[src/rtl/fifo_axis_reader_if.sv]
// AXI-Stream bundle carrying the drained FIFO words downstream.
interface fifo_axis_reader_if #(
    parameter int DATA_WIDTH = 512
);
    logic [DATA_WIDTH-1:0]   tdata;
    logic [DATA_WIDTH/8-1:0] tkeep;
    logic                    tvalid;
    logic                    tready;
    logic                    tlast;

    modport master (
        output tdata,
        output tkeep,
        output tvalid,
        output tlast,
        input  tready
    );

    modport slave (
        input  tdata,
        input  tkeep,
        input  tvalid,
        input  tlast,
        output tready
    );
endinterface

[src/rtl/fifo_axis_reader.sv]
// FIFO read-side drain engine: pops head words into an AXI-Stream master, cut into fixed-length frames.
// Optional beat/frame statistics counters are built when FIFO_AXIS_READER_STATS_EN is defined.
module fifo_axis_reader #(
    parameter int DATA_WIDTH  = 512,
    parameter int FRAME_BEATS = 16
) (
    input  logic                  rd_clk,
    input  logic                  rd_rst_n,
    input  logic                  enable,
    input  logic [DATA_WIDTH-1:0] fifo_data,
    input  logic                  fifo_empty,
    output logic                  fifo_rd_en,
    fifo_axis_reader_if.master    m_axis,
    output logic                  busy,
    output logic [31:0]           stat_frames,
    output logic [31:0]           stat_beats
);

    localparam int CNT_W = (FRAME_BEATS > 1) ? $clog2(FRAME_BEATS) : 1;
    localparam logic [CNT_W-1:0] LAST_CNT = CNT_W'(FRAME_BEATS - 1);

    typedef enum logic [1:0] {
        ST_IDLE,
        ST_RUN,
        ST_DRAIN
    } state_t;

    state_t                  state_reg, state_next;
    logic [CNT_W-1:0]        pop_cnt_reg, pop_cnt_next;
    logic [DATA_WIDTH-1:0]   tdata_reg;
    logic                    tvalid_reg;
    logic                    tlast_reg;
    logic                    pop;
    logic                    accept;
    logic                    frame_popped_complete;

    // In DRAIN, a held tlast beat means the whole frame is already out of the FIFO.
    always_comb begin
        accept                = tvalid_reg && m_axis.tready;
        frame_popped_complete = (state_reg == ST_DRAIN) && tvalid_reg && tlast_reg;
        pop                   = rd_rst_n && (state_reg != ST_IDLE) && !fifo_empty &&
                                (!tvalid_reg || m_axis.tready) && !frame_popped_complete;

        state_next   = state_reg;
        pop_cnt_next = pop_cnt_reg;
        if (pop) begin
            pop_cnt_next = (pop_cnt_reg == LAST_CNT) ? '0 : pop_cnt_reg + CNT_W'(1);
        end

        case (state_reg)
            ST_IDLE: begin
                if (enable) begin
                    state_next   = ST_RUN;
                    pop_cnt_next = '0;
                end
            end
            ST_RUN: begin
                // A pop on the stopping edge starts a frame, so it must be finished.
                if (!enable) begin
                    if ((pop_cnt_reg == '0) && !tvalid_reg && !pop) begin
                        state_next = ST_IDLE;
                    end else begin
                        state_next = ST_DRAIN;
                    end
                end
            end
            ST_DRAIN: begin
                if (accept && tlast_reg) begin
                    state_next = ST_IDLE;
                end
            end
            default: state_next = ST_IDLE;
        endcase
    end

    always_ff @(posedge rd_clk) begin
        if (!rd_rst_n) begin
            state_reg   <= ST_IDLE;
            pop_cnt_reg <= '0;
            tdata_reg   <= '0;
            tvalid_reg  <= 1'b0;
            tlast_reg   <= 1'b0;
        end else begin
            state_reg   <= state_next;
            pop_cnt_reg <= pop_cnt_next;
            if (pop) begin
                tdata_reg  <= fifo_data;
                tvalid_reg <= 1'b1;
                tlast_reg  <= (pop_cnt_reg == LAST_CNT);
            end else if (accept) begin
                tvalid_reg <= 1'b0;
            end
        end
    end

    assign fifo_rd_en    = pop;
    assign m_axis.tdata  = tdata_reg;
    assign m_axis.tvalid = tvalid_reg;
    assign m_axis.tlast  = tlast_reg;
    assign busy          = (state_reg != ST_IDLE) || tvalid_reg;

    generate
        for (genvar gi = 0; gi < DATA_WIDTH / 8; gi++) begin : g_keep
            assign m_axis.tkeep[gi] = 1'b1;
        end
    endgenerate

`ifdef FIFO_AXIS_READER_STATS_EN
    logic [31:0] stat_frames_reg;
    logic [31:0] stat_beats_reg;

    always_ff @(posedge rd_clk) begin
        if (!rd_rst_n) begin
            stat_frames_reg <= '0;
            stat_beats_reg  <= '0;
        end else if (accept) begin
            stat_beats_reg <= stat_beats_reg + 32'd1;
            if (tlast_reg) begin
                stat_frames_reg <= stat_frames_reg + 32'd1;
            end
        end
    end

    assign stat_frames = stat_frames_reg;
    assign stat_beats  = stat_beats_reg;
`else
    assign stat_frames = '0;
    assign stat_beats  = '0;
`endif

endmodule

[src/flat_wrapper.sv]
// flat-port wrapper written by rule: the top's interface ports become plain ports
module fifo_axis_reader_flat 
#(
    parameter int DATA_WIDTH  = 512,
    parameter int FRAME_BEATS = 16
)
  (rd_clk, rd_rst_n, enable, fifo_data, fifo_empty, fifo_rd_en, busy, stat_frames, stat_beats, m_axis_tdata, m_axis_tkeep, m_axis_tvalid, m_axis_tlast, m_axis_tready);
  fifo_axis_reader_if #(.DATA_WIDTH(DATA_WIDTH)) m_axis_i ();
  input  logic rd_clk;
  input  logic rd_rst_n;
  input  logic enable;
  input  logic [DATA_WIDTH-1:0] fifo_data;
  input  logic fifo_empty;
  output logic fifo_rd_en;
  output logic busy;
  output logic [31:0] stat_frames;
  output logic [31:0] stat_beats;
  output wire logic [$bits(m_axis_i.tdata)-1:0] m_axis_tdata;
  output wire logic [$bits(m_axis_i.tkeep)-1:0] m_axis_tkeep;
  output wire logic [$bits(m_axis_i.tvalid)-1:0] m_axis_tvalid;
  output wire logic [$bits(m_axis_i.tlast)-1:0] m_axis_tlast;
  input wire logic [$bits(m_axis_i.tready)-1:0] m_axis_tready;
  assign m_axis_tdata = m_axis_i.tdata;
  assign m_axis_tkeep = m_axis_i.tkeep;
  assign m_axis_tvalid = m_axis_i.tvalid;
  assign m_axis_tlast = m_axis_i.tlast;
  assign m_axis_i.tready = m_axis_tready;
  fifo_axis_reader #(.DATA_WIDTH(DATA_WIDTH), .FRAME_BEATS(FRAME_BEATS)) u_core (.rd_clk(rd_clk), .rd_rst_n(rd_rst_n), .enable(enable), .fifo_data(fifo_data), .fifo_empty(fifo_empty), .fifo_rd_en(fifo_rd_en), .m_axis(m_axis_i), .busy(busy), .stat_frames(stat_frames), .stat_beats(stat_beats));
endmodule
[config.mk]
export PLATFORM = sky130hd
export DESIGN_NAME = fifo_axis_reader_flat
export DESIGN_NICKNAME = d
export VERILOG_FILES = /design/src/rtl/fifo_axis_reader_if.sv /design/src/rtl/fifo_axis_reader.sv /design/src/flat_wrapper.sv
export SDC_FILE = /design/constraint.sdc
export NUM_CORES = 1
export LEC_CHECK = 0
export CORE_AREA = 10 10 450 452
export CTS_CLUSTER_DIAMETER = 50
export DETAILED_ROUTE_END_ITERATION = 6
export DIE_AREA = 0 0 460 462
export MAX_ROUTING_LAYER = met4
export PLACE_DENSITY = 0.3
export SLEW_MARGIN = 30
export SYNTH_ARGS = -nofsm -noshare
export SYNTH_HDL_FRONTEND = slang
export SYNTH_SLANG_ARGS = --single-unit
[constraint.sdc]
create_clock -name rd_clk -period 2.1 [get_ports rd_clk]
set_input_delay 0.42 -clock rd_clk [delete_from_list [all_inputs] [get_ports rd_clk]]
set_output_delay 0.42 -clock rd_clk [all_outputs]
set_load 0.005 [all_outputs]
==> run_results.csv <==
group,metric,value,unit
status,status,"finished, violations left",
status,violations,"setup timing",
sta,hold_viol,0,
worst_setup_path,worstPathRequired,1.68,ns
layout,synthToLayoutAreaGrowth,88.56,%
place,place_congestion,0.7921,
routing,vias,19190,
routing,drc,0,
worst_hold_path,hold_path_depth,3,
layout,fin_nets,3968,
worst_setup_path,r2r_end,"u_core.m_axis.tdata[285]",
job,maxCapViolCount,0,
pwr,p_leak,14.45,nW
global_routing,grt_first_pass_wirelength,163700,um
pwr,sw_frac_of_total,0.2526,
cts,cts_made_buffers,105,
pwr,ir_worst_vdd,0.5968,mV
sta,finalWorstSetupSlack,-0.09783,ns
worst_setup_path,slowest_stage,"dfxtp_2",
floorplan,dieArea,212500,um^2
global_routing,grt_overflow_total,0,
worst_setup_path,cp.arrival,1.78,ns
worst_setup_path,cpPeakStageDelay,0.35,ns
sta,clock_skew,0.05732,ns
pwr,intPower,0.02310,W
sta,slew_headroom,0.5689,
logic_synthesis,avgSynthCellArea,7.882,um^2
worst_setup_path,path_cells,"and4b_1 -> nor4_4 -> buf_2",
sta,period_minus_slack,2.198,ns
cts,root_buffer,"clkbuf_16",
worst_setup_path,r2r_cells,8,
global_routing,grt_max_degree,99,
worst_setup_path,critPathBufInv,1,
pwr,p_seq_frac,0.341,
logic_synthesis,synth.distinct_cells,28,
cts,cts_tree,"done",
sta,fin_hold_ws,0.2207,ns
floorplan,num_io_pins,1161,
sta,drv_slew,0,
logic_synthesis,yosysSeqAreaShare,0.5517,
worst_setup_path,worstSetupEndpointType,"output pin",
floorplan,die_height,462,um
logic_synthesis,synthCells,2394,
cts,clkLatencyLatePin,0.72,ns
worst_setup_path,reg2reg_slack,0.08,ns
worst_setup_path,path_class,"reg2out",
sta,setup_violations,2,
place,hpwl,98630,um
cts,cts_max_path_buffers,3,
logic_synthesis,syn-cell-area,18870,um^2
logic_synthesis,yosysWarnings,0,
routing,routed_via_density,3.145,
cts,cts.sinks,520,
routing,ant_nets,0,
worst_hold_path,hold_start,"fifo_data[161]",
global_routing,grt_antenna_before_repair,44,
layout,largest_reg_flops,512,
worst_setup_path,worstReg2RegStart,"u_core.m_axis.tvalid",
routing,drt_iter0_drc,905,
floorplan,die_width,460,um
worst_setup_path,cp_top_family,"simple AND/OR/NAND/NOR gates",
logic_synthesis,ys_ff_latch,520,
pwr,power_frac_comb,0.095,
floorplan,start_util,0.09738,
sta,rsz0062_at_grt,"yes",
worst_setup_path,critPathMaxFanout,4,
routing,drt-wirelength-per-cell,20.45,um
sta,period_share,1.047,
worst_setup_path,start_kind,"flop",
cts,clk_pin_slew_worst_paths,0.05,ns
sta,worst_slew_pin_slew,0.6467,ns
floorplan,core,193800,um^2
layout,post-route-util,0.1836,
sta,fmax,455.0,MHz
routing,dr.pass1.iters,5,
pwr,pwr-share-clk,0.564,
cts,cts_max_level,3,
pwr,p_sw,0.007805,W
global_routing,grt_pass1_vias,19540,
place,io_buffers,1032,
layout,drive_above_1_share,0.08010,
floorplan,num_rows,162,
worst_hold_path,hp-class,"in2reg",
routing,wl,124800,um
worst_hold_path,hold_path_end,"u_core.m_axis.tdata[161]",
global_routing,track_usage,0.1124,
pwr,power.density,868.5,nW/um^2
==> worst min-delay path: cells and delay by family <==
kind / cells / cell delay, ns
buffers and inverters: 1 / 0.39
AOI/OAI and AO/OA: 1 / 0.05
and+or+nand+nor: 1 / 0.05
==> worst max path at each step <==
stage | slack (ns) | startpoint | to | cells after the start
global route | -0.24 | u_core.m_axis.tvalid | fifo_rd_en | 3
CTS | -0.24 | u_core.m_axis.tvalid | fifo_rd_en | 3
detailed placement | -0.71 | fifo_empty | u_core.m_axis.tdata[271] | 8
finish | -0.1 | u_core.m_axis.tvalid | fifo_rd_en | 3
global placement | -0.68 | fifo_empty | u_core.m_axis.tdata[267] | 8
floorplan | 0.07 | rd_rst_n | fifo_rd_en | 6
==> synthesized netlist by cell type <==
cell type / number / area share
mux2i_1: 2 / 0.0011
buf_6: 5 / 0.0030
a21boi_0: 1 / 0.00040
a32o_1: 1 / 0.00053
nor2b_1: 1 / 0.00033
a21oi_1: 1 / 0.00026
nand2b_1: 1 / 0.00033
nor4_4: 1 / 0.0011
a31oi_1: 1 / 0.00033
nand4b_1: 1 / 0.00046
inv_1: 3 / 0.00060
conb_1: 2 / 0.00040
dfxtp_1: 520 / 0.55
clkbuf_1: 112 / 0.022
ha_1: 2 / 0.0013
and3_1: 1 / 0.00033
nand2_1: 1032 / 0.21
o21ai_1: 360 / 0.095
a41o_1: 1 / 0.00053
o21ai_0: 154 / 0.041
nor4bb_1: 1 / 0.00053
o2111ai_1: 1 / 0.00046
buf_2: 18 / 0.0048
nor2_1: 3 / 0.00060
nand3_1: 2 / 0.00053
a21o_1: 1 / 0.00040
and4b_1: 1 / 0.00053
buf_4: 165 / 0.066
==> placed cells by master (no fill, tap or decap), types with 3 or more instances in the layout <==
cell,count
nand2_1,1032
clkdlybuf4s50_1,615
dfxtp_1,506
dlygate4sd2_1,407
o21ai_1,360
o21ai_0,154
conb_1,128
clkbuf_16,112
buf_4,46
diode_2,27
buf_12,22
clkbuf_1,20
clkinv_2,17
clkbuf_8,14
dfxtp_2,13
bufinv_16,12
clkinvlp_4,8
buf_16,8
inv_6,6
clkinv_16,5
clkinv_4,4
clkdlybuf4s15_1,4
clkdlybuf4s15_2,4
inv_1,3
buf_8,3
buf_6,3
==> metrics by stage <==
step                TNS, ns  cell area, um^2  total power (W)  std cells  setup WS, ns
floorplan                 0            19340          0.01158       2520       0.07462
global placement    -243.21            31960          0.01393       5866       -0.6760
detailed placement  -257.38            31960          0.01392       5866       -0.7073
CTS                 -0.3852            35210          0.03171       6060       -0.2399
global route         -1.118            35580          0.03238       6100       -0.2435
finish              -0.1130            35580          0.03090       6102      -0.09783
==> power groups by stage <==
stage          Combinational (W)  Clock [W]  Sequential, W
2_1_floorplan           0.000849          0         0.0107
3_3_place_gp             0.00319          0         0.0107
3_5_place_dp             0.00317          0         0.0107
4_1_cts                  0.00298     0.0182         0.0105
5_1_grt                  0.00322     0.0186         0.0106
6_report                 0.00293     0.0174         0.0105
==> cell type report <==
| type | instances | area (um^2) |
|---|---|---|
| fillers | 21890 | 158200 |
| well taps | 2542 | 3181 |
| inverters | 3 | 11.26 |
| flip-flops and latches | 520 | 10430 |
| clock buffers | 139 | 2895 |
| clock inverters | 52 | 743.2 |
| diodes | 27 | 67.56 |
| repair buffers | 1122 | 11140 |
| multi-input cells | 1697 | 7119 |
==> per-layer routing <==
| metal | global-route usage | wire length [um] | part of all wire |
|---|---|---|---|
| met5 | - | 0 | 0 |
| met2 | 0.1798 | 58000 | 0.46 |
| met1 | 0.1181 | 48230 | 0.39 |
| met4 | 0.03264 | 2664 | 0.021 |
| met3 | 0.06364 | 15900 | 0.13 |
==> cells by family (layout without fill, tap and decap cells) <==
family / Yosys count / after routing / synth area share
and+or+nand+nor: 1044 / 1044 / 0.2101
AOI/OAI and AO/OA: 521 / 521 / 0.1392
DFF: 520 / 520 / 0.5517
buffers and inverters: 303 / 1316 / 0.09627
adders and majority gates: 2 / 2 / 0.001326
other: 2 / 155 / 0.0003980
muxes: 2 / 2 / 0.001061
==> timing repair <==
action / in CTS / in global routing
buffers inserted: 1 / 9
gates resized for setup: 452 / 13
setup endpoints to repair: 727 / 152
hold buffers: 0 / 0
gates cloned: 2 / 7
pin swaps: 1 / 1
(Power assumes the default switching activity.)
